==> src/rtl/tdm_pkg.sv <==
// tdm_pkg: shared state encoding and slot geometry for the TDM demultiplexer.
package tdm_pkg;
    typedef enum logic {HUNT, LOCK} state_t;
    localparam int N_SLOTS = 4;
    localparam int SLOT_W = 2;
endpackage

==> src/rtl/tdm_slot_cnt.sv <==
// tdm_slot_cnt: 2-bit slot index with clear, load-to-1 and increment-on-enable.
module tdm_slot_cnt
    import tdm_pkg::*;
(
    input  logic              clk,
    input  logic              rst,
    input  logic              clr,
    input  logic              load1,
    input  logic              inc,
    output logic [SLOT_W-1:0] cnt
);
    logic [SLOT_W-1:0] cnt_q, cnt_d;

    always_comb begin
        cnt_d = clr ? '0 : load1 ? SLOT_W'(1) : inc ? cnt_q + SLOT_W'(1) : cnt_q;
    end

    always_ff @(posedge clk or posedge rst) begin
        if (rst) cnt_q <= '0;
        else     cnt_q <= cnt_d;
    end

    assign cnt = cnt_q;
endmodule

==> src/rtl/tdm_demux.sv <==
// tdm_demux: hunts for a slot-0 frame marker, then deserialises 4-slot TDM words
// into a registered parallel output with framing-error detection.
module tdm_demux
    import tdm_pkg::*;
#(
    parameter int FRAME_CHECK = 1,
    parameter int CNT_W = 8
) (
    input  logic             clk,
    input  logic             rst,
    input  logic             din,
    input  logic             en,
    input  logic             frame,
    output logic [3:0]       O,
    output logic             o_valid,
    output logic             S1,
    output logic             S2,
    output logic             locked,
    output logic             sync_err,
    output logic [CNT_W-1:0] frame_cnt
);
    state_t             state_q, state_d;
    logic [N_SLOTS-1:0] shadow_q, shadow_d, o_q, o_d;
    logic               o_valid_q, o_valid_d, sync_err_q, sync_err_d;
    logic [CNT_W-1:0]   cnt_q, cnt_d;
    logic [SLOT_W-1:0]  slot;
    logic               slot_clr, slot_load1, slot_inc;

    tdm_slot_cnt u_slot (
        .clk  (clk),
        .rst  (rst),
        .clr  (slot_clr),
        .load1(slot_load1),
        .inc  (slot_inc),
        .cnt  (slot)
    );

    always_comb begin
        state_d    = state_q;
        shadow_d   = shadow_q;
        o_d        = o_q;
        o_valid_d  = 1'b0;
        sync_err_d = 1'b0;
        cnt_d      = cnt_q;
        slot_clr   = 1'b0;
        slot_load1 = 1'b0;
        slot_inc   = 1'b0;
        if (en) begin
            if (state_q == HUNT) begin
                if (frame) begin
                    state_d    = LOCK;
                    shadow_d   = {{(N_SLOTS-1){1'b0}}, din};
                    slot_load1 = 1'b1;
                end
            end else if (frame && slot != '0) begin
                // Early marker: restart the word with this bit as slot 0.
                sync_err_d = 1'b1;
                shadow_d   = {{(N_SLOTS-1){1'b0}}, din};
                slot_load1 = 1'b1;
            end else if (!frame && slot == '0 && FRAME_CHECK != 0) begin
                sync_err_d = 1'b1;
                state_d    = HUNT;
                slot_clr   = 1'b1;
            end else begin
                shadow_d[slot] = din;
                slot_inc       = 1'b1;
                if (slot == SLOT_W'(N_SLOTS-1)) begin
                    o_d       = shadow_d;
                    o_valid_d = 1'b1;
                    cnt_d     = (&cnt_q) ? cnt_q : cnt_q + CNT_W'(1);
                end
            end
        end
    end

    always_ff @(posedge clk or posedge rst) begin
        if (rst) begin
            state_q    <= HUNT;
            shadow_q   <= '0;
            o_q        <= '0;
            o_valid_q  <= 1'b0;
            sync_err_q <= 1'b0;
            cnt_q      <= '0;
        end else begin
            state_q    <= state_d;
            shadow_q   <= shadow_d;
            o_q        <= o_d;
            o_valid_q  <= o_valid_d;
            sync_err_q <= sync_err_d;
            cnt_q      <= cnt_d;
        end
    end

    assign O         = o_q;
    assign o_valid   = o_valid_q;
    assign sync_err  = sync_err_q;
    assign frame_cnt = cnt_q;
    assign locked    = (state_q == LOCK);
    assign S1        = slot[1];
    assign S2        = slot[0];
endmodule

==> config.mk <==
export PLATFORM = sky130hd
export DESIGN_NAME = tdm_demux
export DESIGN_NICKNAME = d
export VERILOG_FILES = /design/src/rtl/tdm_pkg.sv /design/src/rtl/tdm_slot_cnt.sv /design/src/rtl/tdm_demux.sv
export SDC_FILE = /design/constraint.sdc
export NUM_CORES = 1
export LEC_CHECK = 0
export CAP_MARGIN = 20
export CORE_AREA = 10 10 67 69
export DETAILED_ROUTE_END_ITERATION = 6
export DIE_AREA = 0 0 77 79
export GPL_ROUTABILITY_DRIVEN = 1
export GPL_TIMING_DRIVEN = 1
export PLACE_DENSITY_LB_ADDON = 0.25
export SYNTH_ARGS = -nofsm -noshare
export SYNTH_HDL_FRONTEND = slang
export SYNTH_SLANG_ARGS = --single-unit
==> constraint.sdc <==
create_clock -name clk -period 2.3 [get_ports clk]
set_input_delay 0.345 -clock clk [delete_from_list [all_inputs] [get_ports clk]]
set_output_delay 0.345 -clock clk [all_outputs]
set_load 0.05 [all_outputs]
* Word level (Yosys, flattened, before mapping)
Cells that the tools add are included.
Word-level totals: register bits after elaboration 21, output and inout bits 17, word-level logic and storage cells 60
Operators by class: add/subtract/negate cells 2, order comparisons 2, equal/unequal tests 2, mux-type cells 32, bitwise operators 3, reduce and logical (&&, ||, !) cells 12
Operator list (count):
- 1-bit 2-to-1 mux | 23
- 4-bit 2-to-1 mux | 4
- 8-bit by 1-bit adder with 8-bit output, second input constant | 1
- 8-bit AND reduction | 1
- 2-bit 2-to-1 mux | 3
- 6-bit AND reduction | 1
- 5-bit AND reduction | 1
- 4-bit bitwise mux | 1
- 2-bit nonzero test | 2
- 1-bit logical AND | 3
- 2-bit by 3-bit less-than comparator with 1-bit output, second input constant | 1
- 3-bit inequality test, second input constant | 1
- 1-bit inverter | 3
- 3-bit AND reduction | 1
- 3-bit nonzero test | 1
- 2-bit by 1-bit adder with 2-bit output, second input constant | 1
- 1-bit demux with 2-bit select | 1
- 2-bit == test, second input constant | 1
- 2-bit by 1-bit greater-or-equal comparator with 1-bit output, second input constant | 1
- 2-bit zero test | 1
- 1-bit zero test | 1

* Logic depth before layout (Yosys ltp)
depth in word-level cells 9, mapped depth 8

* Modules after synthesis
A second synthesis with hierarchy kept.
Second synthesis, totals: cells, all modules 99, area total of the unflattened synthesis 1058.5 µm²
Modules (own cells, without submodules):
- tdm_demux | times used 1, cells an instance 90, area an instance 957.2 µm², seq. area each 450.4 µm²
- tdm_slot_cnt | times used 1, cells an instance 9, area an instance 101.3 µm², seq. area each 50.0 µm²

* Least setup slack after synthesis
Ideal clock, no wire load.
path kind register to register, start point reg u_slot.cnt_q[0] (netlist: u_slot.cnt[0]), end point reg cnt_q[7] (netlist: frame_cnt[7]), arrival 2.258 ns, slack -0.083 ns, stages on the path, launching flop included 8, buffers on the path 0, cells stage by stage dfrtp_1 > inv_1 > ha_1 > ha_1 > and4bb_4 > nand2_1 > nor3_2 > mux2_2
Between the ends: longest elaborated chain between the ends 4, elaborated cells on any way between the ends 8
Ends and longest elaborated chain:
- start: declaration | RTL line tdm_slot_cnt.sv:12 | logic [SLOT_W-1:0] cnt_q, cnt_d;
- start signal: assignment | RTL line tdm_slot_cnt.sv:20 | else cnt_q <= cnt_d;
- 2-bit zero test or 2-bit nonzero test (tied branches) | RTL line tdm_demux.sv:60, tdm_demux.sv:55
- 1-bit logical AND (on tied branches) | RTL line tdm_demux.sv:60, tdm_demux.sv:55
- 1-bit inverter (no line)
- 6-bit AND reduction (no line) *
- end signal: assignment | RTL line tdm_demux.sv:90 | cnt_q <= cnt_d;
- end: declaration | RTL line tdm_demux.sv:25 | logic [CNT_W-1:0] cnt_q, cnt_d;
Mark *: on every way between the ends. The rest lies on a longest branch, timed or not. A chain may end at the register's enable or synchronous reset.

* Final worst setup path
start point reg state_q (netlist: locked), end point out locked
RTL lines:
- start: declaration | RTL line tdm_demux.sv:22 | state_t state_q, state_d;
- start signal: assignment | RTL line tdm_demux.sv:85 | state_q <= state_d;
- end: declaration | RTL line tdm_demux.sv:18 | output logic locked,
No word-level cell between the ends.

==> flow_summary.html <==
<table>
<tr><th>Metric</th><th>Value</th></tr>
<tr><th colspan="2">GRT</th></tr>
<tr><td>Antenna violations before repair</td><td>0</td></tr>
<tr><td>Via count of the first global-routing pass</td><td>879</td></tr>
<tr><td>Global Route Usage Sum</td><td>7.911%</td></tr>
<tr><td>Total congestion overflow</td><td>0</td></tr>
<tr><td>Maximum number of pins on one net before global-route repair</td><td>13</td></tr>
<tr><td>Wire length of the first global-routing pass</td><td>3.995 mm</td></tr>
<tr><th colspan="2">STA</th></tr>
<tr><td>Endpoints failing hold</td><td>0</td></tr>
<tr><td>Period Utilization, post-route</td><td>90.96%</td></tr>
<tr><td>Maximum operating frequency</td><td>478.0 MHz</td></tr>
<tr><td>Slew at the pin closest to its max-slew limit</td><td>0.5049 ns</td></tr>
<tr><td>Final-layout worst hold slack</td><td>0.3320 ns</td></tr>
<tr><td>Shortest period the worst path allows</td><td>2.092 ns</td></tr>
<tr><td>Normalized max-slew margin</td><td>66.23%</td></tr>
<tr><td>Endpoints failing setup</td><td>0</td></tr>
<tr><td>Setup total negative slack</td><td>0 ns</td></tr>
<tr><td>Unrepaired setup endpoints after global routing</td><td>no</td></tr>
<tr><td>Final slew viol count</td><td>0</td></tr>
<tr><td>Post-route clock skew</td><td>0.007299 ns</td></tr>
<tr><th colspan="2">CTS</th></tr>
<tr><td>Post-CTS Resized</td><td>0</td></tr>
<tr><td>Number of clock buffers inserted by TritonCTS</td><td>3</td></tr>
<tr><td>TritonCTS Sinks</td><td>20</td></tr>
<tr><td>Source-to-sink clock delay at the later pin of the worst-skew pair</td><td>0.31 ns</td></tr>
<tr><td>Number of post-CTS setup repair buffers</td><td>0</td></tr>
<tr><td>Maximum count of clock buffers along a single path</td><td>2</td></tr>
<tr><td>H-tree Lvls</td><td>1</td></tr>
<tr><td>CTS tree</td><td>done</td></tr>
<tr><td>Root Buffer</td><td>clkbuf_4</td></tr>
<tr><td>Clock-pin transition on the worst setup and hold timing paths</td><td>0.12 ns</td></tr>
<tr><td>CTS hold repair buffers</td><td>0</td></tr>
<tr><th colspan="2">Yosys</th></tr>
<tr><td>Predominant post-synthesis flop cell</td><td>dfrtp_1</td></tr>
<tr><td>Share of the synthesized area in the top cell type</td><td>47.00%</td></tr>
<tr><td>Cell types occupying the most area after synthesis</td><td>dfrtp_1, ha_1, mux2_2</td></tr>
<tr><td>Portion of the post-synthesis area used by sequential elements</td><td>47.00%</td></tr>
<tr><td>Yosys warnings</td><td>0</td></tr>
<tr><td>Arithmetic-cell share of the synthesized area counting full adders, half adders and majority gates</td><td>9.401%</td></tr>
<tr><td>Post-synth top cells</td><td>dfrtp_1, nand2_1, ha_1, inv_1</td></tr>
<tr><td>Yosys reg bits</td><td>20</td></tr>
<tr><td>Cell with the most instances after synthesis</td><td>dfrtp_1</td></tr>
<tr><td>Average instance area after synthesis</td><td>10.65 sq um</td></tr>
<tr><td>Share of flip-flops with an asynchronous set or reset</td><td>100.0%</td></tr>
<tr><td>Synth Net Count</td><td>113</td></tr>
<tr><td>Synthesized-area fraction occupied by ao, oa, aoi and oai cells</td><td>9.753%</td></tr>
<tr><td>Cell type with the highest aggregate area in the netlist</td><td>dfrtp_1</td></tr>
<tr><td>Number of distinct library cells after synthesis</td><td>26</td></tr>
<tr><td>EDFF count, synth</td><td>0</td></tr>
<tr><td>Mapped cell area</td><td>1065 sq um</td></tr>
<tr><td>Dominant combinational cell family by area after synthesis</td><td>simple AND/OR/NAND/NOR gates</td></tr>
<tr><td>Number of cells produced by synthesis</td><td>100</td></tr>
<tr><td>Simple-gate area share of the yosys netlist</td><td>16.33%</td></tr>
<tr><td>Post-Synth XOR/XNOR Area</td><td>4.935%</td></tr>
<tr><td>Mux share of post-synthesis cell area</td><td>9.048%</td></tr>
<tr><th colspan="2">Power</th></tr>
<tr><td>Switching fraction of total power</td><td>45.77%</td></tr>
<tr><td>Comb power frac</td><td>54.7%</td></tr>
<tr><td>Switching power of the nets</td><td>0.0007693 W</td></tr>
<tr><td>Pwr dens</td><td>1193 nW/um^2</td></tr>
<tr><td>VDD IR-drop max</td><td>0.5284 mV</td></tr>
<tr><td>Share of power burned in registers</td><td>32.7%</td></tr>
<tr><td>Total power</td><td>0.001681 W</td></tr>
<tr><td>Clock power frac</td><td>12.6%</td></tr>
<tr><td>Leakage power</td><td>0.6312 nW</td></tr>
<tr><td>Design internal power</td><td>0.0009116 W</td></tr>
<tr><th colspan="2">Detailed routing</th></tr>
<tr><td>Wire length on met1</td><td>1.106 mm</td></tr>
<tr><td>DR WL/cell</td><td>13.39 um</td></tr>
<tr><td>Total iterations of the first detailed-routing run</td><td>4</td></tr>
<tr><td>Met3 wire len</td><td>97 um</td></tr>
<tr><td>Initial drt markers</td><td>40</td></tr>
<tr><td>Final wirelength</td><td>2.356 mm</td></tr>
<tr><td>DRC viols</td><td>0</td></tr>
<tr><td>Count of antenna-violating nets left after detailed routing</td><td>0</td></tr>
<tr><td>DR WL met2</td><td>1.124 mm</td></tr>
<tr><td>Routed vias</td><td>818</td></tr>
<tr><td>Top routing layer used</td><td>met4</td></tr>
<tr><td>Average via count per standard cell</td><td>4.648</td></tr>
<tr><th colspan="2">Layout</th></tr>
<tr><td>Diode count</td><td>0</td></tr>
<tr><td>Post-synthesis to final-layout area growth</td><td>32.31%</td></tr>
<tr><td>Layout cells sized above 1</td><td>16.15%</td></tr>
<tr><td>Fill cell total of the finished layout</td><td>325</td></tr>
<tr><td>Total number of nets in the final design</td><td>144</td></tr>
<tr><td>Layout Utilization</td><td>43.59%</td></tr>
<tr><td>Area taken by multi-input logic gates</td><td>526.8 sq um</td></tr>
<tr><td>Combined flip-flop and latch cell area</td><td>503.0 sq um</td></tr>
<tr><th colspan="2">Floorplan</th></tr>
<tr><td>Height of the die</td><td>79 um</td></tr>
<tr><td>I/O pin count</td><td>22</td></tr>
<tr><td>Core area</td><td>3232 sq um</td></tr>
<tr><td>Count of standard-cell rows</td><td>21</td></tr>
<tr><td>Horizontal die dimension</td><td>77 um</td></tr>
<tr><td>DIE AREA</td><td>6083 sq um</td></tr>
<tr><td>Initial core utilization</td><td>32.95%</td></tr>
<tr><th colspan="2">Worst setup path</th></tr>
<tr><td>Worst-path maximum fanout</td><td>11</td></tr>
<tr><td>Crit path largest cell delay</td><td>0.88 ns</td></tr>
<tr><td>Critical-path top delay cell</td><td>clkdlybuf4s50_1</td></tr>
<tr><td>Element type at the critical path end</td><td>output port</td></tr>
<tr><td>Critical Setup Path Class</td><td>register to output port</td></tr>
<tr><td>Kind of cell with the highest combined delay on the critical path</td><td>buffers and inverters</td></tr>
<tr><td>CP Buf/Inv Count</td><td>1</td></tr>
<tr><td>Type of element launching the critical path</td><td>register</td></tr>
<tr><td>Critical Path AT</td><td>1.75 ns</td></tr>
<tr><td>Worst Path Required</td><td>1.96 ns</td></tr>
<tr><td>Cell-by-cell trace of the critical path</td><td>clkdlybuf4s50_1</td></tr>
<tr><th colspan="2">Placed design</th></tr>
<tr><td>IO buf count</td><td>21</td></tr>
<tr><td>DP HPWL</td><td>1.830 mm</td></tr>
<tr><td>Placer's final routability congestion estimate</td><td>0.8504</td></tr>
<tr><th colspan="2">Status</th></tr>
<tr><td>Status</td><td>completed</td></tr>
<tr><th colspan="2">Min path</th></tr>
<tr><td>Class of the tightest hold or removal check</td><td>input port to asynchronous set/reset pin</td></tr>
<tr><th colspan="2">Run</th></tr>
<tr><td>Total of max-cap violations</td><td>0</td></tr>
</table>
[registers in the layout (all words and copies together) (netlist names)]
name and cells:
O 4, u_slot.cnt 2, sync_err 1, locked 1, frame_cnt 8, shadow_q 3, o_valid 1
[placed cells by master, fill, tap and decap left out]
master / count
clkdlybuf4s50_1: 21
or3_1: 1
o211ai_2: 1
clkbuf_4: 3
and2_1: 1
nand3b_1: 1
o21ai_1: 4
nand3_1: 4
inv_1: 8
nor2_1: 5
a22o_1: 2
dfrtp_2: 2
a21oi_1: 2
o21ai_0: 5
dfrtp_1: 18
nor3_2: 2
and4bb_4: 1
mux2i_1: 4
mux2_2: 5
nor2b_1: 1
xor2_1: 2
nor3b_1: 1
a31oi_1: 3
buf_4: 6
nand2_1: 9
and3_1: 2
clkbuf_8: 1
xnor2_1: 4
ha_1: 8
nand4_1: 3
[final cells by class]
type	instances	share of cell area (%)
Multi-Input combinational cell	71	37.39
Sequential cell	20	35.70
Timing Repair Buffer	27	18.12
Tap cell	46	4.085
Clock buffer	4	2.575
Inverter	8	2.131
[power by group through the flow]
stage	clock network (W)	registers, W	logic (W)
6_report	0.000212	0.000550	0.000919
5_1_grt	0.000235	0.000566	0.000990
4_1_cts	0.000219	0.000550	0.000934
3_5_place_dp	0	0.000558	0.000929
3_3_place_gp	0	0.000550	0.000916
2_1_floorplan	0	0.000836	0.000343
[metrics by stage]
stage                     cells  worst slack [ns]  instance area (sq um)
final                       176            0.2080                   1409
after global routing        176            0.1271                   1409
after CTS                   176            0.1976                   1409
after detailed placement    172           0.03118                   1373
after global placement      172           0.08930                   1373
after floorplan             100           0.09730                   1067
[final timing paths]
| kind | to | startpoint | depth (start not counted) | slack, ns |
|---|---|---|---|---|
| hold / removal | frame_cnt[4] | rst | 2 | 0.33 |
| max in group asynchronous | shadow_q[1] | rst | 3 | 1.45 |
| hold reg to reg | O[2] | O[2] | 2 | 0.50 |
| setup / recovery | locked | locked | 1 | 0.21 |
| setup reg to reg | frame_cnt[7] | u_slot.cnt[0] | 8 | 0.23 |
| min in group clk | O[2] | O[2] | 2 | 0.50 |
[cell families after synthesis]
group / Yosys count
simple gates: 31
flops: 20
mux: 9
fa+ha+maj: 8
xor+xnor: 6
buf+inv: 9
compound gates: 17
[routing by layer]
layer  vias to the layer above  GRT usage, %
li1                        408             -
met1                       391         8.366
met2                        15         14.67
met3                         4         2.365
met4                         0         2.737
met5                         -             0
Note: power is estimated with default switching activity, not from simulation.
